--- config.mk ---
export PLATFORM = sky130hd
export DESIGN_NAME = ps2_host_tx
export DESIGN_NICKNAME = d
export VERILOG_FILES = /design/src/rtl/ps2_host_tx.sv
export SDC_FILE = /design/constraint.sdc
export NUM_CORES = 1
export LEC_CHECK = 0
export BUFFER_PORTS_ARGS = -buffer_cell sky130_fd_sc_hd__clkbuf_2
export CAP_MARGIN = 20
export CORE_UTILIZATION = 40
export CTS_BUF_LIST = sky130_fd_sc_hd__clkbuf_8
export CTS_CLUSTER_DIAMETER = 30
export DETAILED_ROUTE_END_ITERATION = 10
export GPL_TIMING_DRIVEN = 0
export PLACE_DENSITY_LB_ADDON = 0.2
export SLEW_MARGIN = 20
export SYNTH_ARGS = -nofsm -noshare
export SYNTH_HDL_FRONTEND = slang
export SYNTH_SLANG_ARGS = --single-unit
--- constraint.sdc ---
create_clock -name vga_clk -period 2 [get_ports vga_clk]
set_clock_uncertainty 0.05 [all_clocks]
set_input_delay 0.2 -clock vga_clk [delete_from_list [all_inputs] [get_ports vga_clk]]
set_output_delay 0.2 -clock vga_clk [all_outputs]
set_load 0.02 [all_outputs]
--- src/rtl/ps2_host_tx.sv ---
// PS/2 host-to-device transmitter: inhibits the bus, issues request-to-send,
// shifts one command byte out on device-generated clocks and checks the ack.
`timescale 1ns/1ps
module ps2_host_tx #(
  parameter int INHIBIT_CYCLES = 2500,
  parameter int START_HOLD     = 25,
  parameter int TIMEOUT_CYCLES = 375000
) (
  input  logic       vga_clk,
  input  logic       reset,
  input  logic [7:0] tx_data,
  input  logic       tx_valid,
  output logic       tx_ready,
  output logic       tx_done,
  output logic       tx_err,
  input  logic       ps2_clk_in,
  input  logic       ps2_data_in,
  output logic       ps2_clk_oe,
  output logic       ps2_data_oe
);

  localparam int HOLD_MAX = (INHIBIT_CYCLES > START_HOLD) ? INHIBIT_CYCLES : START_HOLD;
  localparam int CW       = $clog2(HOLD_MAX + 1);
  localparam int WW       = $clog2(TIMEOUT_CYCLES + 1);

  typedef enum logic [2:0] {
    S_IDLE,
    S_INHIBIT,
    S_START,
    S_SEND,
    S_ACK,
    S_WAIT_IDLE
  } state_t;

  state_t          state;
  logic [2:0]      clk_sync;   // [0] first stage, [1] current, [2] previous
  logic [1:0]      data_sync;
  logic [CW-1:0]   cnt;
  logic [WW-1:0]   wdog;
  logic [3:0]      idx;
  logic [8:0]      frame;      // {parity, data}

  logic clk_fall;
  logic clk_s;
  logic data_s;
  logic wd_active;
  logic wd_expired;

  assign clk_s      = clk_sync[1];
  assign data_s     = data_sync[1];
  assign clk_fall   = (clk_sync[2:1] == 2'b10);
  assign wd_active  = (state == S_SEND) || (state == S_ACK) || (state == S_WAIT_IDLE);
  assign wd_expired = (wdog == WW'(TIMEOUT_CYCLES - 1));

  // Reset to the idle (high) bus level so leaving reset never fakes a falling edge.
  always_ff @(posedge vga_clk) begin
    if (reset) begin
      clk_sync  <= 3'b111;
      data_sync <= 2'b11;
    end else begin
      clk_sync  <= {clk_sync[1:0], ps2_clk_in};
      data_sync <= {data_sync[0], ps2_data_in};
    end
  end

  // NOTE: every register here uses <= so all branches see pre-edge values of
  // state/idx/wdog; a blocking write would leak into later reads in this block.
  always_ff @(posedge vga_clk) begin
    if (reset) begin
      state       <= S_IDLE;
      tx_ready    <= 1'b1;
      tx_done     <= 1'b0;
      tx_err      <= 1'b0;
      ps2_clk_oe  <= 1'b0;
      ps2_data_oe <= 1'b0;
      cnt         <= '0;
      wdog        <= '0;
      idx         <= '0;
      frame       <= '0;
    end else begin
      tx_done <= 1'b0;
      tx_err  <= 1'b0;

      // Expiry wins over any same-cycle ack edge.
      if (wd_active && wd_expired) begin
        state       <= S_IDLE;
        tx_ready    <= 1'b1;
        tx_err      <= 1'b1;
        ps2_clk_oe  <= 1'b0;
        ps2_data_oe <= 1'b0;
      end else begin
        if (wd_active) wdog <= wdog + 1'b1;

        case (state)
          S_IDLE: begin
            if (tx_valid) begin
              frame      <= {~^tx_data, tx_data};
              tx_ready   <= 1'b0;
              ps2_clk_oe <= 1'b1;
              cnt        <= '0;
              state      <= S_INHIBIT;
            end
          end

          S_INHIBIT: begin
            if (cnt == CW'(INHIBIT_CYCLES - 1)) begin
              cnt         <= '0;
              ps2_data_oe <= 1'b1;
              state       <= S_START;
            end else begin
              cnt <= cnt + 1'b1;
            end
          end

          S_START: begin
            if (cnt == CW'(START_HOLD - 1)) begin
              ps2_clk_oe <= 1'b0;
              idx        <= '0;
              wdog       <= '0;
              state      <= S_SEND;
            end else begin
              cnt <= cnt + 1'b1;
            end
          end

          S_SEND: begin
            if (clk_fall) begin
              idx <= idx + 1'b1;
              if (idx == 4'd9) begin
                ps2_data_oe <= 1'b0;
                state       <= S_ACK;
              end else begin
                ps2_data_oe <= ~frame[idx];
              end
            end
          end

          S_ACK: begin
            if (clk_fall) begin
              if (!data_s) tx_done <= 1'b1;
              else         tx_err  <= 1'b1;
              state <= S_WAIT_IDLE;
            end
          end

          S_WAIT_IDLE: begin
            if (clk_s && data_s) begin
              tx_ready <= 1'b1;
              state    <= S_IDLE;
            end
          end

          default: begin
            tx_ready    <= 1'b1;
            ps2_clk_oe  <= 1'b0;
            ps2_data_oe <= 1'b0;
            state       <= S_IDLE;
          end
        endcase
      end
    end
  end

endmodule

==> results of run 1 <==
registers in the layout, summed over array words and instances, names as in the netlist:
signal and cells:
frame 9, tx_ready 1, ps2_data_oe 1, data_sync 2, wdog 19, ps2_clk_oe 1, state 3, clk_sync 3
cnt 12, tx_err 1, idx 4, tx_done 1
logic make-up after synthesis:
kind of cell    share of synthesized area [%]
simple gates                             29.0
compound gates                           15.7
flops                                    38.6
xor+xnor                                 8.90
buf+inv                                  3.22
fa+ha+maj                                2.12
mux                                      2.37
final cells by class:
| class | count | area [sq um] |
|---|---|---|
| repair buffers | 28 | 185 |
| plain buffers | 10 | 57.6 |
| fillers | 661 | 3310 |
| well taps | 96 | 120 |
| clock buffers | 10 | 138 |
| flip-flops and latches | 57 | 1150 |
| clock inverters | 6 | 106 |
| inverters | 12 | 45.0 |
| multi-input cells | 260 | 1840 |
power by group:
part | switching [mW] | total (mW) | internal (mW)
registers | 0.0196 | 1.18 | 1.16
clock network | 0.471 | 1.33 | 0.855
logic | 0.125 | 0.231 | 0.106
layout by cell type (no fill, tap or decap), types with 3 or more instances in the layout:
cell type and count:
nor2b_1 6, nand2b_1 4, clkbuf_8 10, o21ai_0 5
xor2_1 17, buf_4 10, or3_1 3, and3_1 7
and2_1 4, xnor2_1 12, dfxtp_1 55, o211ai_1 3
nand4_1 11, nor3b_1 3, nand3_1 10, nand2_1 38
a21oi_1 22, or2_2 6, ha_1 3, nor2_1 38
clkbuf_2 19, nor4_1 3, bufinv_16 3, nor3_1 6
inv_1 11
worst max-delay path, cell delays in order, from the launching register on:
cell and delay [ps]:
dfxtp_2 330, inv_2 70, ha_4 120, nor4b_4 310, a32oi_2 180, a311oi_4 440
a41oi_2 170, o21a_1 180
timing repair:
| action | in CTS | in global routing |
|---|---|---|
| endpoints found under the setup margin | 23 | 32 |
| hold buffers | 2 | 0 |
| hold endpoints to repair | 2 | 0 |
| cloned | 0 | 0 |
| pin swaps | 4 | 8 |
| setup buffers | 4 | 5 |
| gates resized for setup | 7 | 24 |
layer usage:
layer / share of wire [%] / vias to the layer above / track usage [%]
li1: - / 1287 / -
met1: 47 / 1190 / 25.1
met2: 48 / 48 / 29.8
met3: 3.6 / 14 / 3.68
met4: 1.9 / 0 / 9.69
met5: 0 / - / 0
worst min path at each step:
stage | slack [ps] | depth (start not counted) | from | endpoint
after floorplan | 250 | 1 | ps2_clk_in | clk_sync[0]
after global routing | 60 | 3 | tx_data[2] | frame[2]
final | 60 | 3 | tx_data[2] | frame[2]
after global placement | 340 | 2 | ps2_clk_in | clk_sync[0]
after detailed placement | 340 | 2 | ps2_data_in | data_sync[0]
after CTS | 50 | 3 | tx_data[4] | frame[4]
metrics by stage:
stage	cell area, sq um	utilization [%]	instances
6_report	3640	52.4	479
5_1_grt	3640	52.4	479
4_1_cts	3510	50.5	475
3_5_place_dp	3160	45.5	453
3_3_place_gp	3160	45.5	453
2_1_floorplan	2950	-	340
==> impl_metrics.ini, run 1 <==
[outcome]
status = finished, final reports clean

[logic_synthesis]
number_of_flops_mapped_to_enable_cells_by_yosys = 0
postSynthRegisterBits = 57
yosys.area.top_type_share_pct = 38.6
yosys.cell_count.top_type = dfxtp_1
yosys_warnings = 0
netlist-cell-type-count = 67
postSynthAreaPerCell_sq_um = 8.68
yosys_most_used_dff = dfxtp_1
asyncSetResetFlopFracSynth_pct = 0
synth_fp_nets = 358
synthesis.instances = 340
synth_area_leader_cell = dfxtp_1
mappedNetlistArea_sq_um = 2950
ys_seq_area_share_pct = 38.6
netlist_top_cells_count = dfxtp_1, nand2_1, nor2_1
yosys-top-cells-area = dfxtp_1, xor2_1, nand2_1

[floorplanning]
floorplan.core_area_sq_um = 6940
initial_utilization_pct = 42.5
cell_row_count = 30
floorplan.die.width_um = 87.9
ioPinCount = 18
die_y_um = 87.9
die_area_sq_um = 7730

[drt]
vias = 2539
detail_route.first_pass.iterations = 4
drt_iter0_markers = 101
wire_per_inst_um = 13.9
detail_route.vias_per_cell = 5.30
totalWireLength_um = 6640
post-route-drc-count = 0
antenna_left = 0

[timing]
finalWorstSetupSlack_ps = 36.4
timing.final.crit_period_ps = 1960
finalCritPeriodShare_pct = 98.2
worst_slew_margin_rel_pct = 65.4
final-setup-viol-count = 0
rsz0062_at_grt = true
fin_tns_setup_ps = 0
maxClockFrequency_ghz = 0.509
finalHoldViolCount = 0
finalMaxSlewViolations = 0
finalHoldWorstSlack_ps = 59.2
worst_slew_pin_slew_ps = 515

[setup_path]
worstSetupStartpointType = flip-flop
worstReg2RegEnd = idx[3]
worstReg2RegStart = cnt[1]
endpoint = idx[3]
timing.critical_path.arrival_ps = 2140
crit_start = cnt[1]
worstPathMaxFanout = 6
required_ps = 2180
critical_path_class = reg2reg
cp-end-kind = flip-flop
r2r.worst_path.cells = 7
r2r_setup_slack_ps = 40

[placed_design]
dp_worst_setup_slack_ps = -202
place.gp.congestion = 0.805
detailed_place_hpwl_um = 4720
portBuffers = 17

[layout]
finish.net_count = 396
area.growth.synth_to_final_pct = 23.1
post_route_cells_drive_above_1_share_pct = 23.2
final_antenna_diode_count = 0

[global_routing]
grt_max_degree = 11
gr-usage-all-layers_pct = 19.1
grt_pass1_wl_um = 11200
grt_antenna_before_repair = 0
overflow_left_after_global_routing = 0
grt_pass1_vias = 2313

[power_and_ir_drop]
report.power.total_mw = 2.74
worst_ir_drop_vdd_uv = 459
power_density_nw_per_um2 = 753
power.leakage_nw = 1.33

[worst_hold_path]
holdCritPathClass = in2reg

[clock_network]
clk_path_buf_depth = 2
cts_inserted_buffers = 9
htree_levels = 3
worst_setup_hold_path_clk_slew_ps = 70
cts_tree = done
clock_latency_ps = 340
cts.root.buffer_cell = clkbuf_8
cts_sinks = 57

[job]
cap_violations = 0
Note: power is estimated with default switching activity, not from simulation.
==> run 2, diff against run 1 <==
--- a/config.mk
+++ b/config.mk
@@ -5,9 +5,10 @@
 export SDC_FILE = /design/constraint.sdc
 export NUM_CORES = 1
 export LEC_CHECK = 0
+export ABC_AREA = 1
 export BUFFER_PORTS_ARGS = -buffer_cell sky130_fd_sc_hd__clkbuf_2
 export CAP_MARGIN = 20
-export CORE_UTILIZATION = 40
+export CORE_UTILIZATION = 39
 export CTS_BUF_LIST = sky130_fd_sc_hd__clkbuf_8
 export CTS_CLUSTER_DIAMETER = 30
 export DETAILED_ROUTE_END_ITERATION = 10
==> run 2 against run 1 <==
  * Sequential power rose by 19%
  * Power grew 41%
  * Die area grew 13%
  * Setup slack improved by 140 ps
  * Largest cell class unchanged
==> impl_metrics.ini, run 2 <==
[outcome]
status = finished, final reports clean

[setup_path]
crit_family = simple AND/OR/NAND/NOR gates
timing.critical_path.arrival_ps = 1990
critical_path.cell_chain = inv_1 > nor3_4 > nand3_2 > nand2_1 > clkbuf_4 > nor3_1
worstSetupStartpointType = flip-flop
r2r.worst_path.cells = 6
cp-end-kind = flip-flop
worstPathMaxFanout = 10
crit_path_max_incr_delay_ps = 430
worst_path_max_delay_cell = dfxtp_1
path_depth = 6
required_ps = 2170
critical_path_class = reg2reg
crit_path_buf_inv_count = 2

[layout]
layout.cells.most_common = nand2_1
reg_top3 = wdog (19), cnt (12), frame (9)
regMostFlops = wdog
post_route_cells_drive_above_1_share_pct = 11.4
final_cell_count_no_fill = 644
seqCellArea_sq_um = 1140
finish.net_count = 555
area.growth.synth_to_final_pct = 14.2
largest_register_ff_count = 19
final_antenna_diode_count = 0
num-fill-cells = 844
final_cell_mix = nand2_1, inv_1, nor2_1
final_design_utilization_pct = 47.2
footprint_of_the_multi_input_gates_sq_um = 1820

[timing]
worst_slew_pin_slew_ps = 522
finalMaxSlewViolations = 0
finalWorstSetupSlack_ps = 180
finalHoldViolCount = 0
worst_slew_margin_rel_pct = 65.2
rsz0062_at_grt = false
maxClockFrequency_ghz = 0.549
timing.final.crit_period_ps = 1820
fin_tns_setup_ps = 0
final-setup-viol-count = 0
finalCritPeriodShare_pct = 91.0

[power_and_ir_drop]
worst_ir_drop_vdd_uv = 560
power_density_nw_per_um2 = 1040
power.leakage_nw = 1.59

[floorplanning]
die_area_sq_um = 8730
cell_row_count = 32
initial_utilization_pct = 41.3
floorplan.die.width_um = 93.4
floorplan.core_area_sq_um = 7890
die_y_um = 93.4
ioPinCount = 18

[placed_design]
dp_worst_setup_slack_ps = 135
portBuffers = 17
dpl.cell_count = 626
detailed_place_hpwl_um = 5740
place.gp.congestion = 0.881

[logic_synthesis]
adder_cell_area_share_of_the_yosys_netlist_pct = 1.92
asyncSetResetFlopFracSynth_pct = 0
largest_family_of_logic_cells_by_synthesized_area = simple AND/OR/NAND/NOR gates
yosys.area.top_type_share_pct = 35.0
synth_fp_nets = 525
mappedNetlistArea_sq_um = 3260
yosys_most_used_dff = dfxtp_1
area_fraction_in_compound_gates_after_synthesis_pct = 9.21
postSynthAreaPerCell_sq_um = 6.43
netlist-cell-type-count = 34
postSynthRegisterBits = 57
yosys.cell_count.top_type = nand2_1
muxShareOfSynthArea_pct = 0
ys_seq_area_share_pct = 35.0
synth_simple_gate_area_share_pct = 40.4
netlist_top_cells_count = nand2_1, nor2_1, inv_1
synthesis.instances = 507
number_of_flops_mapped_to_enable_cells_by_yosys = 0
synth_area_leader_cell = dfxtp_1
synth-xor-area-share_pct = 4.03
yosys_warnings = 0
yosys-top-cells-area = dfxtp_1, nand2_1, nor2_1

[job]
cap_violations = 0

[global_routing]
grt_antenna_before_repair = 0
overflow_left_after_global_routing = 0
grt_pass1_wl_um = 13700
gr-usage-all-layers_pct = 19.9
grt_max_degree = 12
grt_pass1_vias = 2957

[worst_hold_path]
hold_path_depth = 2
holdCritPathClass = in2reg

[drt]
vias = 3232
detail_route.vias_per_cell = 5.02
antenna_left = 0
wire_per_inst_um = 12.0
drt_iter0_markers = 179
totalWireLength_um = 7760
post-route-drc-count = 0
detail_route.first_pass.iterations = 4

[clock_network]
worst_setup_hold_path_clk_slew_ps = 70
htree_levels = 3
cts.root.buffer_cell = clkbuf_8
cts_sinks = 57
clk_path_buf_depth = 2
post_cts.repair.setup_buffers = 0
cts_tree = done
clock_latency_ps = 330
cts_inserted_buffers = 9
[run 2: cell types whose count changed after synthesis, moves of 5 or more]
| cell | previous run | this run |
|---|---|---|
| xor2_1 | 17 | 9 |
| and3_1 | 7 | 1 |
| inv_1 | 12 | 67 |
| o21ai_0 | 5 | 18 |
| nand4_1 | 11 | 16 |
| nand2_1 | 39 | 138 |
| xnor2_1 | 13 | 6 |
| nor2_1 | 38 | 68 |
| nand3_1 | 11 | 32 |
| nor3_1 | 7 | 19 |
| nor2b_1 | 6 | 0 |
[run 2: final timing paths]
kind	start	to	slack, ps
max	state[1]	wdog[1]	180
min	reset	clk_sync[1]	60
max reg2reg	state[1]	wdog[1]	180
min reg2reg	data_sync[0]	data_sync[1]	360
[run 2: final cells by class]
cell class                 instances  share of cell area, %
timing repair buffer              19                   2.82
clock buffer                       9                   3.33
buffer                             7                   1.08
sequential                        57                   30.7
multi-input combinational        372                   48.9
inverter                          71                   7.23
clock inverter                     7                   2.55
tap                              102                   3.43
[run 2: routing by layer]
metal  vias to the layer above  global-route usage [%]  routed length [um]
met4                         0                    6.67                 106
met5                         -                       0                   0
met3                        11                    4.31                 350
met1                      1472                    27.1                3900
met2                        65                    30.9                3400
li1                       1684                       -                   -
[run 2: report_power, final]
group          switching (mW)  internal, mW
registers               0.111          1.28
logic                   0.885         0.398
clock network           0.492         0.698
total                    1.49          2.38
[run 2: cell families (layout without fill, tap and decap cells)]
| group | Yosys count | after routing |
|---|---|---|
| and+or+nand+nor | 297 | 297 |
| buffers and inverters | 78 | 113 |
| DFF | 57 | 57 |
| AOI/OAI and AO/OA | 55 | 55 |
| xor gates and xnor gates | 15 | 15 |
| adders and majority gates | 5 | 5 |
[run 2: metrics by stage]
stage / hold WS [ps] / power, mW / instance area, sq um
finish: 57.5 / 3.87 / 3720
global route: 35.4 / 4.15 / 3720
CTS: 34.0 / 3.89 / 3710
detailed placement: 343 / 2.68 / 3470
global placement: 336 / 2.65 / 3470
floorplan: 254 / 2.35 / 3260
[run 2: repair_timing]
| action | in CTS | in global routing |
|---|---|---|
| endpoints found under the setup margin | 0 | 16 |
| hold buffers | 2 | 0 |
| resized for setup | 0 | 4 |
| hold endpoints to repair | 2 | 0 |
==> run 3, diff against run 2 <==
--- a/config.mk
+++ b/config.mk
@@ -5,7 +5,6 @@
 export SDC_FILE = /design/constraint.sdc
 export NUM_CORES = 1
 export LEC_CHECK = 0
-export ABC_AREA = 1
 export BUFFER_PORTS_ARGS = -buffer_cell sky130_fd_sc_hd__clkbuf_2
 export CAP_MARGIN = 20
 export CORE_UTILIZATION = 39
@@ -14,6 +13,7 @@
 export DETAILED_ROUTE_END_ITERATION = 10
 export GPL_TIMING_DRIVEN = 0
 export PLACE_DENSITY_LB_ADDON = 0.2
+export SKIP_LAST_GASP = 1
 export SLEW_MARGIN = 20
 export SYNTH_ARGS = -nofsm -noshare
 export SYNTH_HDL_FRONTEND = slang
==> run 3 against run 2 <==
  * Worst hold slack lost 3.3 ps
  * Sequential cell count is the same
  * Power shrank 34%
  * Fmax shrank 6.9%
  * Die area shrank 9.2%
  * Register-to-register slack lost 130 ps
  * Global-route usage shrank 1.4 points
  * Critical endpoint is now idx[3]
  * Wire length shrank 13%
  * Combinational power shrank 82%
  * First-iteration DRC count shrank 32%
  * Core utilization grew 2.9 points
==> impl_metrics.ini, run 3 (same netlist as run 1, synthesis figures left out) <==
[drt]
post-route-drc-count = 0
vias = 2505
wire_per_inst_um = 13.9
totalWireLength_um = 6720
drt_iter0_markers = 122
detail_route.first_pass.iterations = 4
detail_route.vias_per_cell = 5.16
antenna_left = 0

[timing]
maxClockFrequency_ghz = 0.512
rsz0062_at_grt = true
worst_slew_margin_rel_pct = 64.5
timing.final.crit_period_ps = 1950
finalCritPeriodShare_pct = 97.7
finalHoldViolCount = 0
finalMaxSlewViolations = 0
finalHoldWorstSlack_ps = 54.2
worst_slew_pin_slew_ps = 531
final-setup-viol-count = 0

[setup_path]
worstSetupStartpointType = flip-flop
critical_path_class = reg2reg
critical_path.cell_chain = inv_2 > ha_4 > nor4b_4 > a32oi_2 > a311oi_4 > a41oi_1 > o21a_1
crit_path_buf_inv_count = 1
worstPathMaxFanout = 5
cp-end-kind = flip-flop
timing.critical_path.arrival_ps = 2140
crit_family = compound AO/OA/AOI/OAI gates
required_ps = 2180
worst_path_max_delay_cell = a311oi_4
crit_path_max_incr_delay_ps = 410

[layout]
regMostFlops = wdog
final_cell_count_no_fill = 485
post_route_cells_drive_above_1_share_pct = 24.1
largest_register_ff_count = 19
stdcell_area_sq_um = 3650
area.growth.synth_to_final_pct = 23.6
layout.cells.most_common = dfxtp_1
final_design_utilization_pct = 50.1
num-fill-cells = 732
finish.net_count = 400
reg_top3 = wdog (19), cnt (12), frame (9)
final_cell_mix = dfxtp_1, nand2_1, nor2_1
final_antenna_diode_count = 0

[floorplanning]
floorplan.core_area_sq_um = 7290
ioPinCount = 18
floorplan.die.width_um = 89.0
cell_row_count = 31
die_y_um = 89.0
initial_utilization_pct = 40.5
die_area_sq_um = 7920

[clock_network]
clock_latency_ps = 340
clk_path_buf_depth = 2
htree_levels = 3
cts_sinks = 57
cts_inserted_buffers = 9
cts_tree = done
cts.root.buffer_cell = clkbuf_8
worst_setup_hold_path_clk_slew_ps = 60

[placed_design]
portBuffers = 17
dpl.cell_count = 456
place.gp.congestion = 0.804
placed_cell_area_sq_um = 3160
detailed_place_hpwl_um = 4690

[power_and_ir_drop]
power.leakage_nw = 1.33
power_density_nw_per_um2 = 699
report.power.total_mw = 2.55
worst_ir_drop_vdd_uv = 379

[outcome]
status = finished, final reports clean

[worst_hold_path]
holdCritPathClass = in2reg

[global_routing]
gr-usage-met2_pct = 30.0
overflow_left_after_global_routing = 0
grt_max_degree = 11
grt_util_met1_pct = 23.7
grt_pass1_vias = 2374
grt_antenna_before_repair = 0
grt.busiest_layer = met2
grtUsageMet3_pct = 3.60
grt_pass1_wl_um = 11100
gr-usage-all-layers_pct = 18.5

[job]
cap_violations = 0
[run 3: routing by layer]
metal	part of all wire [%]	up-vias
met5	0	-
met4	1.9	0
met3	3.1	9
met2	47	40
met1	48	1163
li1	-	1293
[run 3: worst reg2reg max path, stage by stage, from the launching register on]
cell and delay [ps]:
dfxtp_2 330, inv_2 70, ha_4 120, nor4b_4 300, a32oi_2 180, a311oi_4 410
a41oi_1 170, o21a_1 210
[run 3: worst paths after layout]
| path | start | end | slack (ps) | depth (start not counted) |
|---|---|---|---|---|
| worst max-delay path | cnt[1] | idx[3] | 50 | 7 |
| worst min-delay path | tx_data[3] | frame[3] | 50 | 3 |
| worst max register to register | cnt[1] | idx[3] | 50 | 7 |
| worst min register to register | data_sync[0] | data_sync[1] | 360 | 1 |
[run 3: cell type report]
type | instances | area, sq um | area share [%]
repair buffers | 31 | 208 | 5.69
clock buffers | 13 | 179 | 4.90
inverters | 12 | 45.0 | 1.23
well taps | 99 | 124 | 3.39
flip-flops and latches | 57 | 1150 | 31.4
multi-input cells | 260 | 1850 | 50.7
clock inverters | 2 | 35.0 | 0.960
plain buffers | 11 | 61.3 | 1.68
[run 3: what timing repair did]
| action | 4_1_cts | 5_1_grt |
|---|---|---|
| pin swaps | 4 | 10 |
| hold buffers | 2 | 0 |
| endpoints found under the setup margin | 27 | 31 |
| gates resized for setup | 6 | 28 |
| hold endpoints to repair | 2 | 0 |
| setup buffers | 4 | 8 |
| gates cloned | 0 | 0 |
[run 3: power by group]
| group | switching, mW | leakage (nW) | internal, mW |
|---|---|---|---|
| Sequential | 0.0193 | 0.465 | 1.16 |
| Clock | 0.439 | 0.112 | 0.702 |
| Combinational | 0.124 | 0.757 | 0.103 |
[run 3: per-stage QoR]
step                      setup slack (ps)  setup TNS [ps]
final                                 45.5               0
after global routing                 -41.8            -117
after CTS                             3.16               0
after detailed placement              -208           -3960
after global placement                -168           -3310
after floorplan                        141               0
